`config.mk`:
```
export PLATFORM = sky130hd
export DESIGN_NAME = qam_mapper_multi
export DESIGN_NICKNAME = d
export VERILOG_FILES = /design/src/rtl/qam_mapper_multi.sv
export SDC_FILE = /design/constraint.sdc
export NUM_CORES = 1
export LEC_CHECK = 0
export ABC_AREA = 1
export BUFFER_PORTS_ARGS = -buffer_cell sky130_fd_sc_hd__buf_4
export CAP_MARGIN = 10
export CORE_MARGIN = 3
export CORE_UTILIZATION = 48
export DETAILED_ROUTE_END_ITERATION = 6
export PLACE_DENSITY_LB_ADDON = 0.3
export SYNTH_ARGS = -nofsm -noshare
export SYNTH_HDL_FRONTEND = slang
export SYNTH_SLANG_ARGS = --single-unit
export TNS_END_PERCENT = 5
```
`constraint.sdc`:
```
create_clock -name CLK -period 2 [get_ports CLK]
set_clock_uncertainty 0.15 [all_clocks]
set_input_delay 0.3 -clock CLK [delete_from_list [all_inputs] [get_ports CLK]]
set_output_delay 0.3 -clock CLK [all_outputs]
set_load 0.05 [all_outputs]
```
`src/rtl/qam_mapper_multi.sv`:
```
// qam_mapper_multi: bit-serial BPSK/QPSK/16QAM/64QAM mapper with valid/ready on both sides
module qam_mapper_multi #(
  parameter int OUT_W = 11,
  parameter int SCALE = 2
) (
  input  logic                    CLK,
  input  logic                    RST,
  input  logic [1:0]              mode_i,
  input  logic                    valid_i,
  input  logic                    data_i,
  output logic                    in_ready,
  output logic                    valid_x,
  input  logic                    ready_x,
  output logic signed [OUT_W-1:0] xr,
  output logic signed [OUT_W-1:0] xi
);
  logic [2:0] cnt_q, cnt_d, k_eff, i_mag, q_mag;
  logic [4:0] sh_q, sh_d;
  logic [5:0] b;
  logic [1:0] mode_q, mode_d, mode_e;
  logic vld_q, vld_d, last, xfer, done, i_neg, q_neg;
  logic signed [4:0] i_lvl, q_lvl;
  logic signed [OUT_W-1:0] xr_q, xr_d, xi_q, xi_d;

  function automatic logic [2:0] gray(input logic a, input logic c);
    return a ? (c ? 3'd3 : 3'd1) : (c ? 3'd5 : 3'd7);
  endfunction

  always_comb begin
    mode_e = cnt_q == 3'd0 ? mode_i : mode_q;
    k_eff = mode_e == 2'd0 ? 3'd1 : mode_e == 2'd1 ? 3'd2 : mode_e == 2'd2 ? 3'd4 : 3'd6;
    last = cnt_q == k_eff - 3'd1;
    in_ready = !(last && vld_q && !ready_x);
    xfer = valid_i && in_ready;
    done = xfer && last;
    // b holds the symbol bits right-aligned, including the bit arriving now
    b = {sh_q, data_i};
    i_neg = mode_e == 2'd0 ? b[0] : mode_e == 2'd1 ? b[1] : mode_e == 2'd2 ? b[3] : b[5];
    q_neg = mode_e == 2'd1 ? b[0] : mode_e == 2'd2 ? b[2] : b[4];
    i_mag = mode_e == 2'd3 ? gray(b[3], b[1]) : mode_e == 2'd2 ? (b[1] ? 3'd1 : 3'd3) : 3'd1;
    q_mag = mode_e == 2'd3 ? gray(b[2], b[0]) : mode_e == 2'd2 ? (b[0] ? 3'd1 : 3'd3) :
            mode_e == 2'd1 ? 3'd1 : 3'd0;
    i_lvl = i_neg ? -$signed({2'b00, i_mag}) : $signed({2'b00, i_mag});
    q_lvl = q_neg ? -$signed({2'b00, q_mag}) : $signed({2'b00, q_mag});
    cnt_d = !xfer ? cnt_q : last ? 3'd0 : cnt_q + 3'd1;
    sh_d = xfer ? b[4:0] : sh_q;
    mode_d = xfer && cnt_q == 3'd0 ? mode_i : mode_q;
    vld_d = done || (vld_q && !ready_x);
    xr_d = done ? OUT_W'(i_lvl * SCALE) : xr_q;
    xi_d = done ? OUT_W'(q_lvl * SCALE) : xi_q;
  end

  always_ff @(posedge CLK) begin
    if (!RST) begin
      cnt_q <= '0;
      sh_q <= '0;
      mode_q <= '0;
      vld_q <= 1'b0;
      xr_q <= '0;
      xi_q <= '0;
    end else begin
      cnt_q <= cnt_d;
      sh_q <= sh_d;
      mode_q <= mode_d;
      vld_q <= vld_d;
      xr_q <= xr_d;
      xi_q <= xi_d;
    end
  end

  assign valid_x = vld_q;
  assign xr = xr_q;
  assign xi = xi_q;
endmodule

```
==> results.toml <==
[synth]
ys.warnings.count = 0
yosysUniqueCellTypes = 24
ys_ff_latch = 20
synth_edf_count = 0
syn_area_per_cell_um2 = 6.67
synth-main-ff-cell = "dfxtp_1"
yosysMostFrequentCell = "nand2_1"
synthTopCellsByArea = "dfxtp_1 30%, nand2_1 13%, nand3_1 7.8%"
synth-seq-area-share_pct = 29.9
synthArstFlopShare_pct = 0
ys_top_cells_by_count = "47 x nand2_1, 25 x nor2_1, 22 x inv_1"
synth.top_cell.area_share_pct = 29.9
synth_area_um2 = 1340
yosysTopAreaCell = "dfxtp_1"
syn_inst = 201

[power_and_ir_drop]
comb_power_share_pct = 58.8
intPower_uw = 1080
ir_worst_vdd_mv = 0.743
power_density_nw_per_um2 = 1100
pwr-share-clk_pct = 16.9
swShare_pct = 46.7
p_leak_uw = 0.000900
p_sw_uw = 949
p_seq_share_pct = 24.3

[worst_setup_path]
path_class = "reg2out"
start_kind = "register"
crit_path_top_delay_cell = "dfxtp_2"
slowest_delay_ns = 0.35
path_cells = "inv_2 > ha_4 > nand2_4 > nand2_2 > nand2_4 > nand2_4 > nand2_2 > nand2_2 > inv_2 > nand4_4 > buf_8"
cp-end-kind = "output port"
reg2regPathDepth = 14
arrival_ns = 1.78
path_max_fanout = 5
r2r_slack_ns = -0.21
cp.required_ns = 1.55
r2r-start = "cnt_q[0]"
reg2reg_to = "xi[3]"

[placed_design]
gp_congestion = 0.841
dp_hpwl_um = 2140
pre_cts_slack_ns = -0.000867
port_buffers = 28

[sta]
rsz0062_at_grt = "true"
hold_violations = 0
finalSetupViolCount = 18
fin_crit_sh_pct = 111
setup_slack_ns = -0.230
final.setup.tns_ns = -1.45
fmaxAchievable_mhz = 448
slew_viol_final = 0
min_period_ns = 2.23

[die]
start_util_pct = 52.2
core_area_um2 = 2570
rows = 18
die_y_um = 58.8
dieWidth_um = 58.8
fp.dieArea_um2 = 3460
io_pins = 31

[worst_hold_path]
hp-class = "in2reg"
holdPathStages = 3
worst_hold_path.endpoint = "mode_q[0]"
worstHoldStart = "mode_i[0]"

[route]
drt_first_iter_violations = 47
wl_per_cell_um = 13.8
via_per_inst = 5.13
wl_um = 3690
ant_nets = 0
vias = 1374
dr.pass1.iters = 4
drc = 0

[run_status]
violations = "setup timing"
status = "complete, but fails checks"

[clock_tree]
clk_latency_ns = 0.31
cts_tree = "yes"
cts_root_buffer = "clkbuf_4"
clk_pin_slew_worst_paths_ns = 0.13
cts-buffers-inserted = 3
cts_hold_buffers = 0
clockBufferDepth = 2
ctsHtreeMaxLevel = 1
cts_num_sinks = 20

[global_route]
grt_overflow_total = 0
grt_start_max_net_pins = 16
antenna_found_initial = 0
grt_pass1_wl_um = 5820
grt_use_total_pct = 21.9
first_global_vias = 1275

[flow_run]
max-cap-violations = 0

[cells_and_area]
nets = 250
n_antenna_cell = 0
fillers = 184
area_growth_pct = 37.3
fin_util_pct = 71.7
drive_gt1_share_pct = 42.0
==> worst max-delay path by stage <==
stage / from / endpoint / slack, ns / depth (start not counted)
2_1_floorplan: cnt_q[0] / xi[3] / 0.03 / 13
5_1_grt: cnt_q[1] / in_ready / -0.32 / 11
3_3_place_gp: cnt_q[1] / xi[3] / 0.02 / 13
4_1_cts: cnt_q[1] / in_ready / -0.18 / 11
6_report: cnt_q[0] / in_ready / -0.23 / 11
3_5_place_dp: cnt_q[0] / xi[3] / -0.0009 / 13
==> power by group through the flow <==
stage / registers, µW / clock network [µW] / logic [µW]
floorplan: 611 / 0 / 649
global placement: 498 / 0 / 950
detailed placement: 500 / 0 / 957
CTS: 492 / 342 / 1080
global route: 502 / 361 / 1280
finish: 493 / 344 / 1200
==> per-stage QoR <==
step                instance area (µm²)  total power (µW)  std cells  hold slack (ns)
detailed placement                 1560              1460        254            0.307
floorplan                          1370              1260        202            0.285
global route                       1840              2140        268           0.0986
global placement                   1560              1450        254            0.299
finish                             1840              2030        268           0.0701
CTS                                1770              1920        268           0.0800
==> cells in the final DEF (no fill, tap or decap), types with 3 or more instances in the layout <==
master    count
buf_4        41
inv_2         5
nor2_1       24
dfxtp_1      18
inv_1        20
nand2_2      15
a21oi_2       3
buf_6         5
clkbuf_4      3
nand2_4       9
ha_4          3
o21ai_0       7
nand3_2       6
nand2_1      35
a21oi_1       7
o21ai_1       3
nand3_1      15
==> logic make-up after synthesis <==
family / synth area share [%]
and+or+nand+nor: 40.5
buffers and inverters: 16.2
AOI/OAI and AO/OA: 8.68
DFF: 29.9
adders and majority gates: 3.73
xor gates and xnor gates: 0.654
other: 0.280
==> worst max-delay path, delay by kind of cell (launching register included) <==
family        cells  cell delay, ns
flops             1            0.35
simple gates      7            0.63
fa+ha+maj         1            0.18
buf+inv           3            0.30
==> sequential cells by signal, summed over array words and instances (netlist names) <==
register	flops
xi	5
valid_x	1
xr	4
mode_q	2
cnt_q	3
sh_q	5
==> metal layers <==
metal	global-route usage [%]	up-vias	part of all wire (%)
met2	36.1	54	48
met5	0	-	0
li1	-	694	-
met4	10.0	0	2.8
met3	2.41	11	6.5
met1	28.6	615	43
==> layout make-up <==
class	count	area (µm²)	share of cell area [%]
multi-input cells	141	871	47.3
well taps	30	37.5	2.04
clock inverters	1	30.0	1.63
clock buffers	3	22.5	1.22
inverters	26	97.6	5.30
repair buffers	47	379	20.6
flip-flops and latches	20	403	21.9
==> timing repair <==
action	in CTS	in global routing
hold endpoints to repair	0	0
setup buffers	10	0
gates resized for setup	22	17
pin swaps	12	10
setup endpoints to repair	2	21
Power figures use the tool's default switching activity.
